==> src/rtl/loader_pkg.sv <==
// Shared definitions for the instruction-memory boot loader.
package loader_pkg;

  // Loader sequencing states
  typedef enum logic [2:0] {
    IDLE = 3'd0,
    LEN  = 3'd1,
    DATA = 3'd2,
    CHK  = 3'd3,
    RUN  = 3'd4,
    ERR  = 3'd5
  } loader_state_t;

  // Bytes per instruction word (big-endian lanes)
  localparam int unsigned BYTES_PER_WORD = 4;

  // Default instruction-memory word-address width
  localparam int unsigned DEFAULT_ADDR_W = 8;

endpackage

==> src/rtl/byte_packer.sv <==
// Assembles four stream bytes into one big-endian 32-bit word.
module byte_packer
  import loader_pkg::*;
(
  input  logic        clk,
  input  logic        rst_n,
  input  logic        clear,
  input  logic        accept,
  input  logic [7:0]  in_byte,
  output logic [31:0] word,
  output logic        word_valid
);

  logic [1:0]  cnt;
  // Only the first three bytes need storing; the fourth is taken straight
  // from the stream so the word is available on the accepting edge.
  logic [23:0] held;

  // Byte-lane counter and partial-word shift register
  always_ff @(posedge clk or negedge rst_n) begin
    if (!rst_n) begin
      cnt  <= '0;
      held <= '0;
    end else if (clear) begin
      cnt  <= '0;
      held <= '0;
    end else if (accept) begin
      cnt  <= cnt + 2'd1;
      held <= {held[15:0], in_byte};
    end
  end

  // Completed word: first byte lands in [31:24], fourth in [7:0]
  always_comb begin
    word       = {held, in_byte};
    word_valid = accept && !clear && (cnt == 2'(BYTES_PER_WORD - 1));
  end

endmodule

==> src/rtl/imem_loader.sv <==
// Boot-time instruction-memory writer: length header, big-endian words,
// trailing XOR checksum, then releases the processor from hold.
module imem_loader
  import loader_pkg::*;
#(
  parameter int unsigned ADDR_W    = DEFAULT_ADDR_W,
  parameter int unsigned BASE_ADDR = 0,
  parameter int unsigned MAX_WORDS = 2 ** ADDR_W
) (
  input  logic              ref_clk,
  input  logic              reset,
  input  logic              start,
  input  logic              in_valid,
  input  logic [7:0]        in_data,
  output logic              in_ready,
  output logic              imem_we,
  output logic [ADDR_W-1:0] imem_addr,
  output logic [31:0]       imem_wdata,
  output logic              cpu_hold,
  output logic              busy,
  output logic              done,
  output logic              err
);

  loader_state_t state;
  logic [31:0]   len;
  logic [31:0]   idx;
  logic [31:0]   checksum;
  logic [31:0]   word;
  logic          word_valid;
  logic          accept;
  logic          load_start;

  // Status outputs decoded only from state
  always_comb begin
    in_ready   = (state == LEN) || (state == DATA) || (state == CHK);
    busy       = in_ready;
    done       = (state == RUN);
    err        = (state == ERR);
    cpu_hold   = (state != RUN);
    accept     = in_valid && in_ready;
    load_start = start && ((state == IDLE) || (state == ERR));
  end

  byte_packer u_packer (
    .clk        (ref_clk),
    .rst_n      (reset),
    .clear      (load_start),
    .accept     (accept),
    .in_byte    (in_data),
    .word       (word),
    .word_valid (word_valid)
  );

  // Load sequencer with registered write port, word index and checksum
  always_ff @(posedge ref_clk or negedge reset) begin
    if (!reset) begin
      state      <= IDLE;
      imem_we    <= 1'b0;
      imem_addr  <= '0;
      imem_wdata <= '0;
      len        <= '0;
      idx        <= '0;
      checksum   <= '0;
    end else begin
      imem_we <= 1'b0;
      case (state)
        IDLE, ERR: begin
          if (start) begin
            state    <= LEN;
            idx      <= '0;
            checksum <= '0;
          end
        end
        LEN: begin
          if (word_valid) begin
            len <= word;
            if ((word == 32'd0) || (word > 32'(MAX_WORDS))) state <= ERR;
            else                                             state <= DATA;
          end
        end
        DATA: begin
          if (word_valid) begin
            imem_we    <= 1'b1;
            imem_addr  <= ADDR_W'(BASE_ADDR + idx);
            imem_wdata <= word;
            checksum   <= checksum ^ word;
            idx        <= idx + 32'd1;
            if ((idx + 32'd1) == len) state <= CHK;
          end
        end
        CHK: begin
          if (word_valid) begin
            if (word == checksum) state <= RUN;
            else                  state <= ERR;
          end
        end
        RUN: state <= RUN;
        default: state <= IDLE;
      endcase
    end
  end

endmodule
==> config.mk <==
export PLATFORM = sky130hd
export DESIGN_NAME = imem_loader
export DESIGN_NICKNAME = d
export VERILOG_FILES = /design/src/rtl/loader_pkg.sv /design/src/rtl/byte_packer.sv /design/src/rtl/imem_loader.sv
export SDC_FILE = /design/constraint.sdc
export NUM_CORES = 1
export LEC_CHECK = 0
export CAP_MARGIN = 5
export CORE_UTILIZATION = 55
export CTS_BUF_LIST = sky130_fd_sc_hd__clkbuf_4 sky130_fd_sc_hd__clkbuf_8
export DETAILED_ROUTE_END_ITERATION = 7
export GPL_TIMING_DRIVEN = 0
export PLACE_DENSITY = 0.75
export SKIP_CTS_REPAIR_TIMING = 1
export SLEW_MARGIN = 15
export SYNTH_ARGS = -nofsm -noshare
export SYNTH_HDL_FRONTEND = slang
export SYNTH_SLANG_ARGS = --single-unit
==> constraint.sdc <==
create_clock -name ref_clk -period 2.8 [get_ports ref_clk]
set_input_delay 0.56 -clock ref_clk [delete_from_list [all_inputs] [get_ports ref_clk]]
set_output_delay 0.56 -clock ref_clk [all_outputs]
set_load 0.01 [all_outputs]
==> results.md <==
- The run finished with clean final reports.
- The H-tree was split into 4 levels.
- The largest vdd supply drop is 0.482 mV.
- For this run, the detailed router's first-pass iteration total came to 6.
- The full die area is 0.0160 mm^2.
- Setup violations remaining at the end of the flow were counted as 0.
- The number of antenna diodes is 0.
- The data arrival time at the worst-slack endpoint is 2120 ps.
- The fraction of the yosys area taken by sequential cells is 48.8%.
- Clock-pin slew was measured on the worst setup and hold paths at 100 ps.
- The number of ports placed on the die boundary is 58.
- The floorplan step set the die width to 126 um.
- The worst hold margin is 9.40 ps.
- The via-per-instance ratio is 5.99.
- CTS saw 166 sinks.
- In this run the cell area of the synthesized design comes to 0.00851 mm^2.
- The measured slew at the worst slew-check pin is 844 ps.
- met2 is the most crowded layer.
- The async set-or-reset flop fraction in the synthesized netlist is 100%.
- The class of the tightest hold or removal check is primary input to async pin.
- The vertical extent of the die is 126 um.
- In this run, CTS created clock tree buffers numbering 17.
- Routability-driven placement finished with a final weighted congestion of 0.940.
- The post-synthesis net count is 960.
- Based on the critical path, the design can be clocked at up to 373 MHz.
- The total number of vias is 7,330.
- The library cell used most frequently in the layout, excluding fill and tap cells, is sky130_fd_sc_hd__nand2_1.
- After floorplanning, the core was sized to cover 0.0151 mm^2.
- The number of hold violations in the final report is 0.
- After detailed routing, the average wire length per cell comes to 19.0 um.
- The clock tree root driver cell is sky130_fd_sc_hd__clkbuf_8.
- The post-layout minimum cycle time is 2680 ps.
- The critical path launch point type is a register.
- The largest single stage delay on the critical path is 520 ps.
- For flop-to-flop paths, the worst setup slack is 150 ps.
- The number of synthesized flops with an enable pin is 0.
- The part of the cycle the worst path needs is 95.7%.
- For this run, global-route usage on met1 was measured as 42.5%.
- The largest buffer count on any clock path is 2.
- The antenna violation net count after detailed routing is 0.
- The met2 global-route usage is 47.4%.
- After the last flow step, the layout net total stands at 1,036.
- For this run, global-route usage on met3 was measured as 4.68%.
- The aggregate routed wire length is 23,200 um.
- The initial detailed-routing violation count is 826.
- After detailed routing, the number of remaining DRC violations is 0.
- The type of destination of the critical path is a primary output.
- For this configuration, the core starts out at a cell density of 56.2%.
- In this design, the critical path's most frequently occurring cell is sky130_fd_sc_hd__inv_1.
- The worst setup path category is register to primary output.
- The number of max-slew violations in the final report is 0.
- The initial antenna violation count was 0.
- The maximum net fanout on the critical path is 10.
- The number of placement rows is 45.
- The total leakage power is 4.34 nW.
- The clock latency on the worst-skew pair is 490 ps.
- The via count of the first global-routing pass is 6,891.
- The worst register-to-register path ends at state[0].
- By area the synthesized netlist is led by sky130_fd_sc_hd__dfrtp_1 49%, sky130_fd_sc_hd__nand2_1 9.4%, sky130_fd_sc_hd__o21ai_0 6.7%.
- TritonCTS built the clock tree.
- The filler cells instantiated in the layout total 1,279.
- The worst register-to-register path has a depth of 9.
- Setup repair after global routing left no endpoint under its margin.
- The unique cell type count in the Yosys netlist is 56.
- The post-detailed-placement half-perimeter wirelength is 16,400 um.
- The cell accounting for the most synthesized area is sky130_fd_sc_hd__dfrtp_1.
- Among all stages on the critical path, the largest delay is contributed by sky130_fd_sc_hd__clkdlybuf4s50_1.
- The area share of the largest cell type after synthesis is 48.8%.
- Among all flip-flop cells after synthesis, the most frequent one is sky130_fd_sc_hd__dfrtp_1.
- The headroom to the max-slew limit is 43.8%.
- The data required time at the worst endpoint is 2240 ps.
- The count of warnings emitted by yosys is 0.
- The number of max-cap violations is 0.
- The pin count of the biggest net entering global routing is 107.
- The total power density per cell area is 722 mW/mm^2.
- The kind of cell with the highest combined delay along the critical path is buffers and inverters.
- The maximum clock skew at final layout is 13.3 ps.
- The first global-routing pass estimated 37,400 um of wire.
- The number of port buffers is 57.
- The average size of a mapped cell is 8.99 um^2.
- In the layout the commonest cells are 212 x sky130_fd_sc_hd__nand2_1, 165 x sky130_fd_sc_hd__dfrtp_1, 114 x sky130_fd_sc_hd__o21ai_0, 56 x sky130_fd_sc_hd__clkdlybuf4s50_1, 54 x sky130_fd_sc_hd__nor2_1.
- The count of buffering cells on the critical path with inverters included is 4.
- The post-synthesis instance total is 946.
- Cells with a size suffix above 1 make up 10.5% of the layout.
- The worst register-to-register path begins at idx[1].
- Walking the worst path, the cells encountered are buf_2, inv_1, or3_1, inv_1, clkdlybuf4s50_1.
- The synthesized design contains 166 register bits.
- The finished layout cell area is 0.00973 mm^2.
- The total overflow left after global routing is 0.
- After detailed placement, the total cell area comes to 0.00934 mm^2.
- The total global-route track usage is 30.7%.
- Compared with the post-synthesis result, the final layout area differs by 14.4%.
[worst max path at each step]
stage          startpoint            end  depth (start not counted)
3_5_place_dp     in_valid   checksum[26]                          9
2_1_floorplan      idx[0]       state[0]                          9
4_1_cts            idx[0]       state[0]                          9
6_report         state[2]           done                          5
3_3_place_gp        reset  imem_wdata[5]                          1
5_1_grt            idx[1]       state[0]                          9
[synth_stat cells (2+ instances only)]
master	n
sky130_fd_sc_hd__nand2_1	212
sky130_fd_sc_hd__dfrtp_1	166
sky130_fd_sc_hd__o21ai_0	114
sky130_fd_sc_hd__nor2_1	54
sky130_fd_sc_hd__xnor2_1	48
sky130_fd_sc_hd__clkbuf_1	44
sky130_fd_sc_hd__a21oi_1	39
sky130_fd_sc_hd__mux2_2	33
sky130_fd_sc_hd__nand3_1	20
sky130_fd_sc_hd__xor2_1	19
sky130_fd_sc_hd__o31ai_1	18
sky130_fd_sc_hd__nand2b_1	17
sky130_fd_sc_hd__nand4_1	16
sky130_fd_sc_hd__nor4_1	14
sky130_fd_sc_hd__buf_2	13
sky130_fd_sc_hd__inv_1	11
sky130_fd_sc_hd__and3_1	10
sky130_fd_sc_hd__nor3_1	10
sky130_fd_sc_hd__buf_4	8
sky130_fd_sc_hd__and2_1	7
sky130_fd_sc_hd__and4_1	6
sky130_fd_sc_hd__a31oi_1	5
sky130_fd_sc_hd__o22ai_1	5
sky130_fd_sc_hd__buf_1	4
sky130_fd_sc_hd__or2_2	4
sky130_fd_sc_hd__a41oi_1	3
sky130_fd_sc_hd__mux2i_1	3
sky130_fd_sc_hd__nor4b_1	3
sky130_fd_sc_hd__o2111ai_1	3
sky130_fd_sc_hd__o41ai_1	3
sky130_fd_sc_hd__or3_1	3
sky130_fd_sc_hd__a311oi_1	2
sky130_fd_sc_hd__buf_6	2
sky130_fd_sc_hd__ha_1	2
sky130_fd_sc_hd__nand3_2	2
sky130_fd_sc_hd__nand3_4	2
sky130_fd_sc_hd__o221ai_1	2
[kinds of logic after synthesis]
logic type | synth area share [%]
buffers and inverters | 4.34
muxes | 4.72
DFF | 48.8
adders and majority gates | 0.294
AOI/OAI and AO/OA | 13.6
xor gates and xnor gates | 6.90
and+or+nand+nor | 21.3
[registers in the layout, summed over array words and instances (netlist names)]
signal,cells
u_packer.held,24
imem_wdata,32
len,32
checksum,32
u_packer.cnt,2
idx,32
imem_addr,8
state,3
imem_we,1
[per-stage QoR]
stage	setup slack (ps)	util [%]	cells	power, W	setup TNS, ps
6_report	119	64.2	1223	0.00702	0
5_1_grt	12.9	64.2	1223	0.00737	0
4_1_cts	-13.0	64.2	1224	0.00697	-13.0
3_5_place_dp	-296	61.7	1192	0.00533	-6140
3_3_place_gp	-5720	61.5	1191	0.00525	-951410
2_1_floorplan	679	-	946	0.00458	0
[per-layer routing]
layer	routed length, um	share of wire, %	up-vias
li1	-	-	3415
met2	10600	46	284
met4	936	4.0	0
met3	1640	7.1	67
met1	9960	43	3564
met5	0	0	-
[worst register-to-register path, delay by kind of cell (launching register included)]
kind / cells / cell delay [ps]
AO/OA/AOI/OAI: 2 / 470
buffers and inverters: 1 / 200
flip-flops: 1 / 470
adder cells (fa/ha/maj): 1 / 280
AND/OR/NAND/NOR: 5 / 1120
[where the power goes]
part           switching, W  internal, W
clock network       0.00101     0.000662
registers          0.000479      0.00278
logic               0.00118     0.000907
total               0.00267      0.00435
[cell type report]
cell class	instances	area, um^2	share of cell area (%)
Sequential cell	166	4160	42.7
Multi-Input combinational cell	698	3990	41.0
Tap cell	188	235	2.42
Timing Repair Buffer	58	603	6.20
Inverter	11	41.3	0.424
Clock buffer	18	241	2.48
Clock inverter	14	135	1.39
Buffer	70	327	3.36
No activity file was read; power rests on OpenSTA's default activity.
